===== src/rtl/config_reg_bank.sv =====
// rtl/config_reg_bank.sv - parametrised configuration register bank with byte lanes, RO mask and sticky lock
//
// Purpose: NUM_REGS x DATA_W configuration registers between the host port and datapath consumers.
// Ports:
//   clk       in   rising-edge clock
//   reset     in   synchronous active-high reset, overrides any access in the same cycle
//   write     in   write request
//   read      in   read request (one-cycle latency)
//   address   in   register address for read and write
//   data_in   in   write data
//   byte_en   in   write byte-lane enables, lane k = data_in[8k+7:8k]
//   data_out  out  registered read data, holds when no read
//   rd_valid  out  pulse: data_out carries the previous cycle's read
//   err       out  pulse: previous cycle's access was rejected
//   locked    out  current sticky lock bit
module config_reg_bank #(
  parameter int                          DATA_W    = 16,
  parameter int                          ADDR_W    = 3,
  parameter int                          NUM_REGS  = 8,
  parameter logic [NUM_REGS*DATA_W-1:0]  RESET_VAL = '0,
  parameter logic [NUM_REGS-1:0]         RO_MASK   = '0,
  parameter int                          LOCK_ADDR = NUM_REGS - 1
) (
  input  logic                  clk,
  input  logic                  reset,
  input  logic                  write,
  input  logic                  read,
  input  logic [ADDR_W-1:0]     address,
  input  logic [DATA_W-1:0]     data_in,
  input  logic [DATA_W/8-1:0]   byte_en,
  output logic [DATA_W-1:0]     data_out,
  output logic                  rd_valid,
  output logic                  err,
  output logic                  locked
);

  localparam int NB = DATA_W / 8;

  logic [DATA_W-1:0] regs_q [NUM_REGS];
  logic [DATA_W-1:0] regs_d [NUM_REGS];
  logic [DATA_W-1:0] data_out_q, data_out_d;
  logic              rd_valid_q, rd_valid_d;
  logic              err_q, err_d;

  logic              addr_hit;
  logic              ro_hit;
  logic              lock_sel;
  logic              wr_ok;
  logic [DATA_W-1:0] rd_word;

  // The lock bit lives in bit 0 of the lock register, so a read of that
  // register reports it and the remaining bits behave as plain storage.
  assign locked = regs_q[LOCK_ADDR][0];

  always_comb begin
    addr_hit = 1'b0;
    ro_hit   = 1'b0;
    rd_word  = '0;
    for (int i = 0; i < NUM_REGS; i++) begin
      if (address == ADDR_W'(i)) begin
        addr_hit = 1'b1;
        ro_hit   = RO_MASK[i];
        rd_word  = regs_q[i];
      end
    end

    lock_sel = (address == ADDR_W'(LOCK_ADDR));
    // The lock register itself stays writable while locked so its other bits remain usable.
    wr_ok    = write && addr_hit && !ro_hit && (!locked || lock_sel);

    for (int i = 0; i < NUM_REGS; i++) begin
      regs_d[i] = regs_q[i];
      if (wr_ok && address == ADDR_W'(i)) begin
        for (int k = 0; k < NB; k++) begin
          if (byte_en[k]) regs_d[i][8*k +: 8] = data_in[8*k +: 8];
        end
      end
    end
    // Sticky: once set, only reset can clear it.
    regs_d[LOCK_ADDR][0] = regs_q[LOCK_ADDR][0]
                         | (wr_ok && lock_sel && byte_en[0] && data_in[0]);

    // rd_word is already zero for out-of-range addresses; reads sample pre-write state.
    data_out_d = read ? rd_word : data_out_q;
    rd_valid_d = read;
    err_d      = (write && !wr_ok) || (read && !addr_hit);
  end

  always_ff @(posedge clk) begin
    if (reset) begin
      for (int i = 0; i < NUM_REGS; i++) begin
        regs_q[i] <= RESET_VAL[i*DATA_W +: DATA_W];
      end
      regs_q[LOCK_ADDR][0] <= 1'b0;
      data_out_q <= '0;
      rd_valid_q <= 1'b0;
      err_q      <= 1'b0;
    end else begin
      for (int i = 0; i < NUM_REGS; i++) begin
        regs_q[i] <= regs_d[i];
      end
      data_out_q <= data_out_d;
      rd_valid_q <= rd_valid_d;
      err_q      <= err_d;
    end
  end

  assign data_out = data_out_q;
  assign rd_valid = rd_valid_q;
  assign err      = err_q;

endmodule

===== config.mk =====
export PLATFORM = sky130hd
export DESIGN_NAME = config_reg_bank
export DESIGN_NICKNAME = d
export VERILOG_FILES = /design/src/rtl/config_reg_bank.sv
export SDC_FILE = /design/constraint.sdc
export NUM_CORES = 1
export LEC_CHECK = 0
export CAP_MARGIN = 20
export CORE_MARGIN = 1
export CORE_UTILIZATION = 29
export CTS_CLUSTER_DIAMETER = 200
export DETAILED_ROUTE_END_ITERATION = 12
export PLACE_DENSITY = 0.54
export REMOVE_ABC_BUFFERS = 1
export SLEW_MARGIN = 40
export SYNTH_ARGS = -nofsm -noshare
export SYNTH_HDL_FRONTEND = slang
export SYNTH_SLANG_ARGS = --single-unit

===== constraint.sdc =====
create_clock -name clk -period 3.3 [get_ports clk]
set_clock_uncertainty 0.1 [all_clocks]
set_input_delay 0.33 -clock clk [delete_from_list [all_inputs] [get_ports clk]]
set_output_delay 0.33 -clock clk [all_outputs]
set_load 0.05 [all_outputs]

Yosys cells after proc, flatten, opt, wreduce, memory -nomap -nowiden
Memory sizes are Yosys's and may differ from the RTL's.
Cells that the tools add are included.
{"block": "op_classes", "reduce_logical": 20, "n_bitwise": 11, "n_eq_ne": 7, "mux": 53}
{"cell": "$mux W16", "count": 23}
{"cell": "$mux W8", "count": 16}
{"cell": "$mux W15", "count": 1}
{"cell": "$logic_and A1 B1 Y1", "count": 14}
{"cell": "$mux W1", "count": 13}
{"cell": "$eq A3 B3 Y1 const B", "count": 4}
{"cell": "$or A1 B1 Y1", "count": 11}
{"cell": "$eq A3 B2 Y1 const B", "count": 2}
{"cell": "$eq A3 B1 Y1 const B", "count": 1}
{"cell": "$logic_not A1 Y1", "count": 3}
{"cell": "$logic_not A3 Y1", "count": 1}
{"cell": "$logic_or A1 B1 Y1", "count": 2}
{"block": "totals", "memories": 1, "output_inout_bits": 19, "input_bits": 25, "ramBits": 128, "register_bits": 18}
{"memory": "regs_q", "words": 8, "word_bits": 16, "read_ports": 8, "rd_clocked_by_memory_dff": 0, "wr": 8, "line": "39", "rtl": "logic [DATA_W-1:0] regs_q [NUM_REGS];"}

Depth between registers and ports, before layout
Gate-level depths: netlist of run 1.
{"block": "logic_depth", "ltp_word": 16, "mapped_depth": 7, "ltp_nobuf": 4}

Least setup slack after synthesis of run 1
OpenSTA, ideal clock, no wires.
{"block": "synth_timing", "kind": "register to register", "start": "memory regs_q[7][0], in the netlist regs_q[1][48]", "end": "memory regs_q[3][15], in the netlist regs_q[0][63]", "setup_ns": 0.128, "stages_incl_launch_ff": 7, "n_path_buf": 2, "t_arrival_ns": 1.645, "setup_slack_ns": 1.427, "path_cell_list": "dfxtp_1 > and4bb_2 > buf_2 > and3_1 > buf_4 > mux2i_1 > nor2_1"}
{"item": "start: declaration", "line": "39"}

==> metrics.txt, run 1 <==
Worst EP required=2.87 ns; Detail Placement HPWL=13100 microns; initial antenna violation count=0; HP Class=primary input to flop; Placer Congestion=0.806; final setup violation count=0; number of synthesized flops with an enable pin=0; area leader, netlist=dfxtp_1; Worst setup endpoint=locked; WP buf/inv=1; PortBufs=43; dpl cells=1084; status=completed; setup TNS=0 ns; VDD IR max=0.305 mV; RSZ-0062 raised after global routing=no; Worst-Margin Slew=0.838 ns; root buf cell=clkbuf_16; Int Pwr=3.15 mW; power share of the clock group=0.476; die span in y=153 microns; CP Data Arrival Time=1.84 ns; top cell type's share of synthesized area=0.440; critical path class=flop to primary output; Synth Area per Inst=8.07 sq um; largest net degree at the start of global routing=52; Main synth FF type=dfxtp_1; Worst Path Max Fanout=8; Slew HR=0.441; Slowest-stage cell, CP=clkdlybuf4s50_1; nature of the critical path startpoint=flop; fraction of layout cells with a size suffix above 1=0.110; Ys Warns=0; library cells used by synthesis=27; Post-DP Area=0.00720 sq mm; vias=5732; Final Slew Violations=0; post-route clock period utilization=0.688; Max clock buf depth=2; Vias per Instance=5.14; first-pass GRT wire length=31800 microns; Ant. Diodes=0; CP delay by family, top=buffers and inverters; die width=153 microns; Tot Pwr=4.21 mW; Sw Ratio=0.252; num ports=44; cell with the most instances after synthesis=dfxtp_1; post-route cell area=0.00781 sq mm; Crit. End Element=primary output; Post-Syn Area=0.00664 sq mm; drt first-iter violations=482; PwrDens=539 mW/mm^2; leakage power=2.80 nW; CP Cell Sequence=clkdlybuf4s50_1; # nets final=848; detailed-route DRC error count=0; Inserted Clock Buffers=17; RR Endpoint=regs_q[1][9]; first-pass detailed-route iteration total=5; Mapped Cells=823; clock sinks=146; Layout area overhead=17.7%; Crit. path cell count=1; Worst-path clk slew=0.06 ns; grt total ovfl=0; fraction of registers with async set/reset=0; Setup Fix Bufs, Post-CTS=0; CTS resizes=0; core area=0.0222 sq mm; GRT Overall Usage=0.174; f_max=0.441 GHz; worst reg2reg path startpoint=regs_q[1][48]; Starting Density=0.300; net switching power=1.06 mW; TritonCTS clock tree=done; synth cell count leaders=dfxtp_1, nand2_1, a21oi_1; minimum clock period=2.27 ns; Reg power frac=0.430; routed wire length=19700 microns; combinational share of power=0.094; Reg2Reg Depth=4; fin cells=1116; synthesized flop and latch total=146; Die Area=0.0235 sq mm; Crit. Startpoint=regs_q[1][48]; Final Hold Viols=0; hold_buf cts=0; vias in the first global route=5529; clock latency at the later pin of the worst-skew pair=0.43 ns; top cells by area, synth=dfxtp_1, nand2_1, mux2i_1; critical path's largest stage delay=0.88 ns; Core Util, Final=0.352; sequential cell area fraction in the yosys report=0.440; remaining antenna violation count=0; post-DR wirelength/cell=17.6 microns; H-Tree Depth=4; R2R setup slack=1.37 ns; # rows=54; MaxCap Viol Count=0
==> routing by layer <==
metal  global-route usage  routed length, microns  up-vias
met4               0.0702                     384        0
met1                0.242                    9750     2717
met2                0.260                    8580      160
li1                     -                       -     2827
met5                    0                       0        -
met3               0.0343                     945       28
==> cells in the final DEF, fill, tap and decap left out, types with 18 or more instances in the layout <==
cell	synthesis	final
buf_4	7	23
a21oi_1	95	95
nand2_1	138	138
clkdlybuf4s50_1	0	41
nor2_1	86	86
or3_1	18	18
nand3_1	63	63
mux2i_1	48	48
dfxtp_1	146	146
mux2_2	32	32
o21ai_0	32	32
==> registers in the layout, indices dropped and copies added (netlist names) <==
name	cells
rd_valid	1
data_out	16
regs_q	128
err	1
==> cells by family (layout without fill, tap and decap cells) <==
group	count (synthesis)	count (layout)	share of synthesized area
AND/OR/NAND/NOR	320	320	0.211
AO/OA/AOI/OAI	193	193	0.164
flip-flops	146	146	0.440
buffers and inverters	84	97	0.0571
multiplexers	80	80	0.127
==> area by class of cell <==
| cell class | instances | area, sq um |
|---|---|---|
| sequential | 146 | 2920 |
| clock buffer | 20 | 457 |
| inverter | 1 | 3.75 |
| fill | 2349 | 14400 |
| tap | 280 | 350 |
| multi-input combinational | 593 | 3340 |
| clock inverter | 12 | 156 |
| timing repair buffer | 64 | 583 |
==> power by group through the flow <==
stage / clock network, mW / logic, mW / registers (mW)
finish: 2.01 / 0.397 / 1.81
global route: 2.10 / 0.428 / 1.81
CTS: 2.03 / 0.396 / 1.81
detailed placement: 0 / 0.395 / 1.85
global placement: 0 / 0.396 / 1.85
floorplan: 0 / 0.140 / 1.88
==> through the flow <==
stage / hold slack [ns] / setup WS [ns]
floorplan: 0.299 / 1.23
global placement: 0.336 / 0.606
detailed placement: 0.343 / 0.632
CTS: 0.254 / 1.00
global route: 0.275 / 0.929
finish: 0.272 / 1.03
==> how the worst min path moves through the flow <==
stage / start / endpoint / depth (start not counted)
6_report: reset / regs_q[1][11] / 2
3_3_place_gp: data_out[15] / data_out[15] / 2
5_1_grt: reset / regs_q[1][8] / 2
2_1_floorplan: reset / regs_q[0][0] / 1
3_5_place_dp: data_out[10] / data_out[10] / 2
4_1_cts: reset / regs_q[1][10] / 2
Power figures use the tool's default switching activity.
==> run 2: changes to the inputs <==
- PLACE_DENSITY: 0.54 -> 0.56
- clock period: 3.3 -> 1.9 ns (I/O delays scaled with it)
==> metrics.txt, run 2 (synthesis gave the netlist of run 1 again) <==
status=completed; Detail Placement HPWL=13100 microns; power share of the clock group=0.430; Placer Congestion=0.803; Final Slew Violations=0; critical path's largest stage delay=0.82 ns; clock sinks=146; Final Hold Viols=0; CP delay by family, top=buffers and inverters; minimum clock period=1.85 ns; nature of the critical path startpoint=flop; Layout area overhead=21.6%; TritonCTS clock tree=done; remaining antenna violation count=0; VDD IR max=0.608 mV; Vias per Instance=5.01; fraction of layout cells with a size suffix above 1=0.144; drt first-iter violations=292; CP Cell Sequence=clkdlybuf4s50_1; Ant. Diodes=0; final setup violation count=0; Worst-path clk slew=0.06 ns; Most flops, register=regs_q; post-route clock period utilization=0.976; core area=0.0222 sq mm; R2R setup slack=0.36 ns; vias=5791; WL met2=8180 microns; grt total ovfl=0; root buf cell=clkbuf_16; Slowest-stage cell, CP=clkdlybuf4s50_1; post-DR wirelength/cell=16.0 microns; clock latency at the later pin of the worst-skew pair=0.41 ns; WL met3=693 microns; Inserted Clock Buffers=17; RR Endpoint=regs_q[0][11]; WP buf/inv=1; vias in the first global route=5445; Starting Density=0.300; # rows=54; worst reg2reg path startpoint=regs_q[1][48]; die width=153 microns; leakage power=3.06 nW; hold path depth=2; Slew HR=0.645; uppermost layer routed=met4; Crit. End Element=primary output; commonest non-fill, non-tap cell in the layout=dfxtp_1; largest net degree at the start of global routing=42; die span in y=153 microns; CP Data Arrival Time=1.56 ns; PwrDens=843 mW/mm^2; combinational share of power=0.107; hold endpoint=regs_q[0][15]; Int Pwr=5.11 mW; initial antenna violation count=0; HP Class=primary input to flop; met1 wire length=9460 microns; hold_sp=reset; # nets final=888; Filler Cell Count=2278; Reg power frac=0.463; Worst EP required=1.61 ns; most frequent cells in the layout=dfxtp_1, nand2_1, a21oi_1, nor2_1, nand3_1; num ports=44; detailed-route DRC error count=0; GRT Overall Usage=0.162; Die Area=0.0235 sq mm; PortBufs=43; Reg2Reg Depth=5; dpl cells=1124; setup TNS=0 ns; net switching power=1.69 mW; Sw Ratio=0.249; routed wire length=18500 microns; WHS=0.0323 ns; f_max=0.539 GHz; Max clock buf depth=2; H-Tree Depth=4; fin cells=1155; Worst-Margin Slew=0.532 ns; Crit. path cell count=1; Worst Path Max Fanout=2; Setup Fix Bufs, Post-CTS=0; RSZ-0062 raised after global routing=no; MaxCap Viol Count=0; first-pass GRT wire length=30300 microns; first-pass detailed-route iteration total=5; max reg flops=128; critical path class=flop to primary output
## run 2: cell types whose count changed in the layout (fill, tap and decap cells not counted)
cell	previous run	this run
buf_12	0	6
buf_4	23	58
bufinv_16	3	0
clkbuf_1	1	6
clkdlybuf4s50_1	41	30
clkinv_2	1	5
clkinvlp_4	7	1
dlygate4sd2_1	0	8
dlymetal6s2s_1	0	2
inv_6	1	0
nand2b_1	4	5
nand2b_2	1	0
## run 2: worst max path at each step
stage                     slack (ns)          start            end
after global placement          -0.1          write  regs_q[0][11]
final                           0.05    data_out[6]    data_out[6]
after floorplan                -0.17  regs_q[1][48]  regs_q[0][56]
after global routing           0.005   data_out[15]   data_out[15]
after detailed placement        -0.1          write  regs_q[0][13]
after CTS                      0.009    data_out[2]    data_out[2]
## run 2: layout make-up
| class | instances | area (sq um) | share of cell area |
|---|---|---|---|
| clock buffers | 25 | 475 | 0.0589 |
| well taps | 280 | 350 | 0.0434 |
| repair buffers | 104 | 951 | 0.118 |
| multi-input cells | 593 | 3340 | 0.413 |
| inverters | 1 | 3.75 | 0.000465 |
| clock inverters | 6 | 32.5 | 0.00403 |
| flip-flops and latches | 146 | 2920 | 0.362 |
## run 2: metal layers
layer	track usage	vias to the layer above
met2	0.246	101
li1	-	2913
met3	0.0289	13
met5	0	-
met4	0.0568	0
met1	0.229	2764
## run 2: repair_timing
action                     CTS  global route
resized for setup            8             2
pin swaps                    0             0
hold endpoints to repair     0             0
setup endpoints to repair    8             2
hold buffers                 0             0
## run 2: power by group through the flow
stage	sequential, mW	combinational, mW	clock [mW]
global route	3.15	0.787	3.13
detailed placement	3.21	0.731	0
finish	3.15	0.727	2.93
floorplan	3.26	0.243	0
CTS	3.15	0.729	3.00
global placement	3.21	0.730	0
## run 2: through the flow
stage | setup slack [ns] | utilization | area, sq um | total power, mW
after CTS | 0.00940 | 0.364 | 8070 | 6.88
after floorplan | -0.175 | - | 6260 | 3.51
after global routing | 0.00472 | 0.364 | 8070 | 7.07
after detailed placement | -0.0989 | 0.342 | 7570 | 3.94
final | 0.0455 | 0.364 | 8070 | 6.80
after global placement | -0.0957 | 0.342 | 7570 | 3.94
==> run 3: changes to the inputs <==
- GPL_ROUTABILITY_DRIVEN: not set -> 0
==> results of run 3 <==
No change in the layout: final DEF, timing and power equal those of run 2.
